<file path="src/rtl/frac_lutk_arith_dbuf_tile.sv">
// Fracturable LUT-K / arithmetic tile with a double-buffered scan configuration chain.
// Latency: datapath is combinational from the active config; ccff_tail lags ccff_head by CHAIN_LEN shifts.
// Backpressure: none; a commit is accepted only after exactly CHAIN_LEN shifts, otherwise commit_err pulses.
//
// Ports:
//   prog_clk, pReset (async, active-low)       clock and reset
//   config_enable, ccff_head, ccff_tail        serial configuration chain (shift into shadow)
//   commit, config_done, commit_err            shadow->active transfer and its status
//   cfg_valid                                  active config has been committed since reset
//   in, cin                                    LUT inputs and carry-in
//   lut_half_out, lut_out, cout                two LUT(K-1) outputs, LUT-K/sum output, carry-out
module frac_lutk_arith_dbuf_tile #(
  parameter int LUT_K     = 4,
  parameter int MODE_BITS = 2,
  parameter int CHAIN_LEN = 2**LUT_K + MODE_BITS,
  parameter int CNT_W     = $clog2(CHAIN_LEN + 2)
) (
  input  logic             prog_clk,
  input  logic             pReset,
  input  logic             config_enable,
  input  logic             ccff_head,
  input  logic             commit,
  input  logic [LUT_K-1:0] in,
  input  logic             cin,
  output logic [1:0]       lut_half_out,
  output logic             lut_out,
  output logic             cout,
  output logic             ccff_tail,
  output logic             config_done,
  output logic             cfg_valid,
  output logic             commit_err
);

  localparam int SRAM_N = 2**LUT_K;
  localparam logic [CNT_W-1:0] LEN_CNT = CNT_W'(CHAIN_LEN);
  // One past the chain length marks an over-shifted chain.
  localparam logic [CNT_W-1:0] SAT_CNT = CNT_W'(CHAIN_LEN + 1);

  logic [CHAIN_LEN-1:0] shadow;
  logic [CHAIN_LEN-1:0] active;
  logic [CNT_W-1:0]     count;
  logic                 commit_ok;

  // A commit during a shift cycle is always rejected, even if the count matches.
  assign commit_ok   = commit & ~config_enable & (count == LEN_CNT);
  assign config_done = (count == LEN_CNT);
  assign ccff_tail   = shadow[CHAIN_LEN-1];

  always_ff @(posedge prog_clk or negedge pReset) begin
    if (!pReset) begin
      shadow     <= '0;
      active     <= '0;
      count      <= '0;
      cfg_valid  <= 1'b0;
      commit_err <= 1'b0;
    end else begin
      if (config_enable) begin
        shadow <= {shadow[CHAIN_LEN-2:0], ccff_head};
      end
      // Any commit, accepted or not, forces a full reload before the next one.
      if (commit) begin
        count <= '0;
      end else if (config_enable && (count != SAT_CNT)) begin
        count <= count + CNT_W'(1);
      end
      if (commit_ok) begin
        active    <= shadow;
        cfg_valid <= 1'b1;
      end
      commit_err <= commit & ~commit_ok;
    end
  end

  // Datapath decode from the active configuration only, so reloading never glitches it.
  logic [SRAM_N-1:0]    sram;
  logic [MODE_BITS-1:0] mode;
  logic [LUT_K-2:0]     idx;
  logic                 h0;
  logic                 h1;
  logic                 carry;

  assign sram  = active[SRAM_N-1:0];
  assign mode  = active[SRAM_N +: MODE_BITS];
  assign idx   = in[LUT_K-2:0];
  assign h0    = sram[{1'b0, idx}];
  assign h1    = sram[{1'b1, idx}];
  assign carry = cin ^ mode[1];

  always_comb begin
    lut_half_out = 2'b00;
    lut_out      = 1'b0;
    cout         = 1'b0;
    if (cfg_valid) begin
      lut_half_out = {h1, h0};
      if (mode[0]) begin
        // Lower half acts as propagate, upper half as generate.
        lut_out = h0 ^ carry;
        cout    = h0 ? carry : h1;
      end else begin
        lut_out = in[LUT_K-1] ? h1 : h0;
      end
    end
  end

endmodule

</file>
<file path="config.mk">
export PLATFORM = sky130hd
export DESIGN_NAME = frac_lutk_arith_dbuf_tile
export DESIGN_NICKNAME = d
export VERILOG_FILES = /design/src/rtl/frac_lutk_arith_dbuf_tile.sv
export SDC_FILE = /design/constraint.sdc
export NUM_CORES = 1
export LEC_CHECK = 0
export BUFFER_PORTS_ARGS = -buffer_cell sky130_fd_sc_hd__buf_2
export CORE_MARGIN = 10
export CORE_UTILIZATION = 44
export CTS_CLUSTER_DIAMETER = 200
export DETAILED_ROUTE_END_ITERATION = 7
export REMOVE_ABC_BUFFERS = 1
export SLEW_MARGIN = 20
export SYNTH_ARGS = -nofsm -noshare
export SYNTH_HDL_FRONTEND = slang
export SYNTH_SLANG_ARGS = --single-unit
</file>
<file path="constraint.sdc">
create_clock -name prog_clk -period 2.8 [get_ports prog_clk]
set_input_delay 0.42 -clock prog_clk [delete_from_list [all_inputs] [get_ports prog_clk]]
set_output_delay 0.42 -clock prog_clk [all_outputs]
set_load 0.005 [all_outputs]
</file>
### Yosys cells after proc, flatten, opt, wreduce, memory -nomap -nowiden

Cells that the tools add are included.

| storage, ports and cells | value |
|---|---|
| flip-flop bits (word level) | 43 |

| operators by class | value |
|---|---|
| $lt $le $gt $ge | 2 |
| eq/ne operators | 2 |
| muxes and demuxes | 13 |
| add/subtract/negate cells | 1 |
| reductions and logical operators | 2 |
| bitwise logic cells | 7 |

Operators by type and width:

| kind | count |
|---|---|
| $mux W5 | 2 |
| $mux W1 | 8 |
| $bmux W1 S3 | 2 |
| $add A5 B1 Y5 const B | 1 |
| $eq A5 B5 Y1 const B | 1 |
| $lt A3 B5 Y1 const B | 1 |
| $lt A4 B5 Y1 const B | 1 |
| $ne A5 B5 Y1 const B | 1 |
| $and A1 B1 Y1 | 3 |
| $mux W2 | 1 |
| $not A1 Y1 | 2 |
| $reduce_bool A2 Y1 | 1 |
| $xor A1 B1 Y1 | 2 |
| $logic_and A1 B1 Y1 | 1 |

### Depth between registers and ports, before layout

Gate-level depths: netlist (run 1).

| depth | value |
|---|---|
| depth after elaboration | 5 |
| mapped depth | 7 |
| gate-level depth less buffers | 6 |

### Worst setup path before layout (run 1)

OpenSTA, ideal clock, no wires.

| timing | value |
|---|---|
| path type | input to output |
| start point | in in[0] |
| end point | out lut_out |
| stages on the path | 4 |
| setup slack | 816 ps |
| data arrival time | 1564 ps |
| path through | mux4_1 > mux2_4 > nand3b_4 > a31oi_1 |

| on the way | value |
|---|---|
| word-level cells in the longest chain between the ends | 5 |

RTL lines:

| item | line | text |
|---|---|---|
| start, declared | 23 | `input logic [LUT_K-1:0] in,` |
| $bmux W1 S3, on equally long branches | 85, 86 |  |
| $mux W1, on equally long branches | 85, 86 |  |
| $mux W1 or $xor A1 B1 Y1 (tied branches) | 100, 97 |  |
| $mux W1 * | 95 | `if (mode[0]) begin` |
| $mux W1 * | 93 | `if (cfg_valid) begin` |
| end, declared | 26 | `output logic lut_out,` |

Mark *: on every way between the ends. The rest lies on a longest branch, timed or not. The select of a mux whose other input is x is not followed.

### Worst setup path after layout (run 1)

| timing | value |
|---|---|
| start point | reg active[0] |
| end point | out lut_out |

| on the way | value |
|---|---|
| word-level cells in the longest chain between the ends | 5 |

RTL lines:

| item | line | text |
|---|---|---|
| start, declared | 40 | `logic [CHAIN_LEN-1:0] active;` |
| start signal, assigned | 67 | `active <= shadow;` |
| $bmux W1 S3 * | 85 | `assign h0 = sram[{1'b0, idx}];` |
| $mux W1 (not written as such) * | 85 |  |
| $mux W1 or $xor A1 B1 Y1 (tied branches) | 100, 97 |  |
| $mux W1 * | 95 |  |
| $mux W1 * | 93 |  |

Marks and branches as above.

==> results.yml, run 1 <==
outcome:
  status: "finished clean"
cells_and_area:
  final_cell_mix: "dfrtp_1 (43), mux2_2 (25), buf_2 (17)"
  diodes: 0
  final_area_um2: 2100
  regArea_um2: 1080
  area_delta_synth_final_pct: 12.2
  multi_input_area_um2: 763
  final_common_cell: "dfrtp_1"
  drive_above_1_share_pct: 38.0
  nets: 161
  fillCellCount: 344
sta:
  max_slew_margin_pct: 37.5
  rsz0062_at_grt: "false"
  worst_pin_slew_ps: 938
  skew_ps: 6.94
  final_hold_viol_count: 0
  timing.final.max_slew_violations: 0
  setup_viol: 0
  fmax_ghz: 0.419
  min_period_over_period_pct: 85.3
  hold_ws_ps: 266
  tns_ps: 0
  period_needed_ps: 2390
global_route:
  grt_pass1_wl_um: 5750
  grt_pass1_vias: 1217
  grt_max_degree: 44
  grt.total_usage_pct: 9.74
  antenna_found_initial: 0
  grt.overflow.total: 0
cts:
  clockBufferDepth: 2
  clk_pin_slew_worst_paths_ps: 80
  post_cts_buffers: 0
  clock_sinks: 43
  cts_tree: "yes"
  clockRootBuffer: "clkbuf_8"
  cts_max_level: 2
  clk_latency_ps: 290
  numCtsBuffers: 5
  cts_hold_buf: 0
  cts_resized: 0
yosys:
  ys_async_sr_fraction_pct: 100
  syn-cell-area_um2: 1880
  ys_ff_latch: 43
  yosys_warnings: 0
  syn_avg_cell_area_um2: 14.8
  yosysUniqueCellTypes: 27
  ys_seq_area_share_pct: 57.4
  syn_inst: 127
  yosys_most_used_dff: "dfrtp_1"
  synth_edf_count: 0
worst_hold_path:
  hold_path.class: "input pin to asynchronous set/reset pin"
setup_path:
  startpoint_type: "flop"
  crit_path_max_fanout: 4
  path_class: "flop to output pin"
  r2r_start: "count[2]$_DFFE_PN0P_"
  critPathMaxStageDelay_ps: 490
  regToRegSetupSlack_ps: 1070
  crit_path_start: "active[0]$_DFFE_PN0P_"
  reg2reg_depth: 5
  worstPathCellList: "mux4_1 > mux2_4 > nand3b_4 > a31oi_1 > buf_2"
  worstSetupEndpointType: "output pin"
  r2r_end: "active[12]$_DFFE_PN0P_"
  cp_data_required_time_ps: 2380
  cp.arrival_ps: 1970
  cpMaxStageDelayCell: "mux4_1"
power:
  p_comb_share_pct: 11.9
  finalPower_uw: 1330
  p_sw_share_pct: 25.1
  p_leak_uw: 0.00106
  powerDensity_nw_per_um2: 632
  p_int_uw: 997
  clockPowerShare_pct: 28.0
  ir_worst_vdd_uv: 303
  seqPwrFrac_pct: 60.1
  p_switching_uw: 333
routing:
  ant_nets: 0
  drc_errors: 0
  drt-pass1-iter-count: 3
  dr_total_vias: 1048
  routed_wl_um: 3170
  via_per_inst: 5.24
  wl_per_cell_um: 15.8
  drtIter0Drc: 53
floorplanning:
  ios: 18
  start_util_pct: 46.2
  core_um2: 4060
  die_h_um: 85.3
  num_rows: 23
  die_x_um: 85.3
  die_area_um2: 7270
place:
  placedInstanceArea_um2: 2020
  routabilityCongestion: 0.811
  io_buffers: 17
  hpwl_um: 2290
job:
  drv_cap: 0
## state kept, by name, indices dropped and copies added, names as in the netlist
register    flops
count           5
cfg_valid       1
shadow         18
active         18
commit_err      1
## worst max-delay path, delay by kind of cell (launching register included)
kind	cells	cell delay, ps
flops	1	390
buf+inv	1	140
mux	2	800
compound gates	1	200
simple gates	1	150
## power by group through the flow
stage / combinational, µW / sequential (µW) / clock, µW
finish: 158 / 800 / 373
global route: 181 / 817 / 420
CTS: 163 / 801 / 394
detailed placement: 162 / 814 / 0
global placement: 153 / 807 / 0
floorplan: 110 / 787 / 0
## worst max path at each step
stage | end | slack [ps] | cells past startpoint
after CTS | lut_out | 380 | 5
after floorplan | active[10]$_DFFE_PN0P_ | 770 | 4
after global routing | lut_out | 310 | 5
after global placement | lut_out | 550 | 6
final | lut_out | 410 | 5
after detailed placement | lut_out | 440 | 6
## synthesized netlist by cell type (4+ instances only)
| master | count | share of area [%] |
|---|---|---|
| dfrtp_1 | 43 | 57 |
| xor2_1 | 4 | 1.9 |
| mux2_1 | 12 | 7.2 |
| nor2_1 | 6 | 1.2 |
| inv_1 | 5 | 1.0 |
| mux4_1 | 4 | 5.6 |
| mux2_2 | 25 | 15 |
## layer usage
layer / global-route usage, % / vias to the layer above / share of wire (%)
met5: 0 / - / 0
met4: 3.14 / 0 / 1.4
met3: 4.30 / 5 / 5.8
met2: 15.5 / 20 / 48
met1: 11.5 / 529 / 45
li1: - / 494 / -
## cell families after synthesis
family | synth area share [%]
adders and majority gates | 1.33
AOI/OAI and AO/OA | 1.13
muxes | 29.2
DFF | 57.4
and+or+nand+nor | 6.74
xor gates and xnor gates | 2.33
buffers and inverters | 1.93
## layout make-up
class | instances | share of cell area [%]
clock inverters | 3 | 0.713
flip-flops and latches | 43 | 51.1
clock buffers | 5 | 3.27
well taps | 50 | 2.97
multi-input cells | 75 | 36.3
repair buffers | 19 | 4.76
inverters | 5 | 0.892
## through the flow
stage	utilization, %	setup WS [ps]	instances
after floorplan	-	768	123
after global placement	49.8	553	192
after detailed placement	49.8	441	192
after CTS	51.9	384	200
after global routing	51.9	308	200
final	51.9	412	200
(Power assumes the default switching activity.)
==> run 2, diff against run 1 <==
Settings changed: CORE_UTILIZATION 44 to 40.
==> results.yml, run 2 (same netlist as run 1, synthesis figures left out) <==
outcome:
  status: "finished clean"
cts:
  clockRootBuffer: "clkbuf_8"
  clk_pin_slew_worst_paths_ps: 90
  clock_sinks: 43
  cts_max_level: 2
  numCtsBuffers: 5
  clk_latency_ps: 300
  cts_resized: 0
  post_cts_buffers: 0
  clockBufferDepth: 2
  cts_tree: "yes"
  cts_hold_buf: 0
routing:
  drc_errors: 0
  drt-pass1-iter-count: 4
  via_per_inst: 5.23
  dr_total_vias: 1052
  routed_wl_um: 3190
  drtIter0Drc: 47
  ant_nets: 0
  wl_per_cell_um: 15.9
global_route:
  grt_pass1_vias: 1149
  grt_max_degree: 44
  antenna_found_initial: 0
  grt.overflow.total: 0
  grt.total_usage_pct: 9.18
  grt_pass1_wl_um: 5590
job:
  drv_cap: 0
setup_path:
  cp_data_required_time_ps: 2380
  startpoint_type: "flop"
  cpMaxStageDelayCell: "mux4_1"
  crit_path_max_fanout: 4
  worstPathCellList: "mux4_1 > mux2_4 > nand3b_4 > a31oi_1 > buf_2"
  path_class: "flop to output pin"
  critPathMaxStageDelay_ps: 510
  cp.arrival_ps: 1970
  regToRegSetupSlack_ps: 1060
  worstSetupEndpointType: "output pin"
power:
  powerDensity_nw_per_um2: 678
  p_sw_share_pct: 24.3
  p_comb_share_pct: 10.8
  seqPwrFrac_pct: 55.4
  p_switching_uw: 351
  p_leak_uw: 0.00106
  ir_worst_vdd_uv: 299
  clockPowerShare_pct: 33.8
  p_int_uw: 1100
sta:
  worst_pin_slew_ps: 931
  setup_viol: 0
  rsz0062_at_grt: "false"
  tns_ps: 0
  max_slew_margin_pct: 37.9
  timing.final.max_slew_violations: 0
  skew_ps: 6.96
  period_needed_ps: 2390
  min_period_over_period_pct: 85.3
  final_hold_viol_count: 0
  fmax_ghz: 0.419
floorplanning:
  num_rows: 24
  ios: 18
  start_util_pct: 42.2
  die_x_um: 88.5
  core_um2: 4440
  die_h_um: 88.5
  die_area_um2: 7830
cells_and_area:
  drive_above_1_share_pct: 37.6
  nets: 160
  stdcell_count: 201
  area_delta_synth_final_pct: 13.7
  final_util_pct: 48.0
  final_common_cell: "dfrtp_1"
  diodes: 0
  final_cell_mix: "dfrtp_1 (43), mux2_2 (25), buf_2 (17)"
  final_area_um2: 2130
  reg_top3: "active: 18 flops, shadow: 18 flops, count: 5 flops"
worst_hold_path:
  hold_path.class: "input pin to asynchronous set/reset pin"
place:
  placedInstanceArea_um2: 2020
  io_buffers: 17
  dp_cells: 193
  hpwl_um: 2280
  routabilityCongestion: 0.741
-- run 2: cell count changes in the layout (fill, tap and decap cells not counted) --
| cell | previous run | this run |
|---|---|---|
| inv_6 | 0 | 1 |
| bufinv_16 | 0 | 1 |
| clkinv_2 | 3 | 0 |
| clkinv_4 | 0 | 1 |
| buf_4 | 2 | 1 |
-- run 2: worst paths after layout --
check                                       startpoint                endpoint  depth (start not counted)
max in group asynchronous                       pReset   shadow[5]$_DFFE_PN0P_                          1
worst max-delay path             active[1]$_DFFE_PN0P_                 lut_out                          5
worst max register to register    count[2]$_DFFE_PN0P_  active[17]$_DFFE_PN0P_                          5
worst min register to register  active[15]$_DFFE_PN0P_  active[15]$_DFFE_PN0P_                          1
min in group prog_clk                        ccff_head   shadow[0]$_DFFE_PN0P_                          2
worst min-delay path                            pReset    count[2]$_DFFE_PN0P_                          1
-- run 2: area by class of cell --
type	instances	area (µm²)
Sequential cell	43	1080
Clock buffer	5	68.8
Inverter	5	18.8
Clock inverter	3	47.5
Timing Repair Buffer	18	92.6
Fill cell	401	2310
Tap cell	52	65.1
Multi-Input combinational cell	75	763
-- run 2: power groups by stage --
stage	combinational [µW]	sequential (µW)	clock, µW
after floorplan	110	787	0
after global placement	150	809	0
after detailed placement	159	814	0
after CTS	160	802	503
after global routing	178	819	532
final	156	801	489
-- run 2: critical path, delay by kind of cell, from the launching register on --
kind                   cells  cell delay, ps
muxes                      2             820
DFF                        1             410
and+or+nand+nor            1             150
buffers and inverters      1             140
AOI/OAI and AO/OA          1             160
-- run 2: layer usage --
layer / global-route usage [%] / vias to the layer above / part of all wire (%)
li1: - / 497 / -
met1: 10.7 / 530 / 44
met2: 14.8 / 20 / 49
met3: 3.58 / 5 / 6.4
met4: 3.96 / 0 / 1.1
met5: 0 / - / 0
-- run 2: metrics by stage --
step | setup WS (ps) | hold slack (ps) | power [µW]
after global routing | 316 | 328 | 1530
after CTS | 385 | 286 | 1470
after detailed placement | 498 | 478 | 973
after floorplan | 768 | 124 | 897
after global placement | 536 | 471 | 959
final | 411 | 251 | 1450
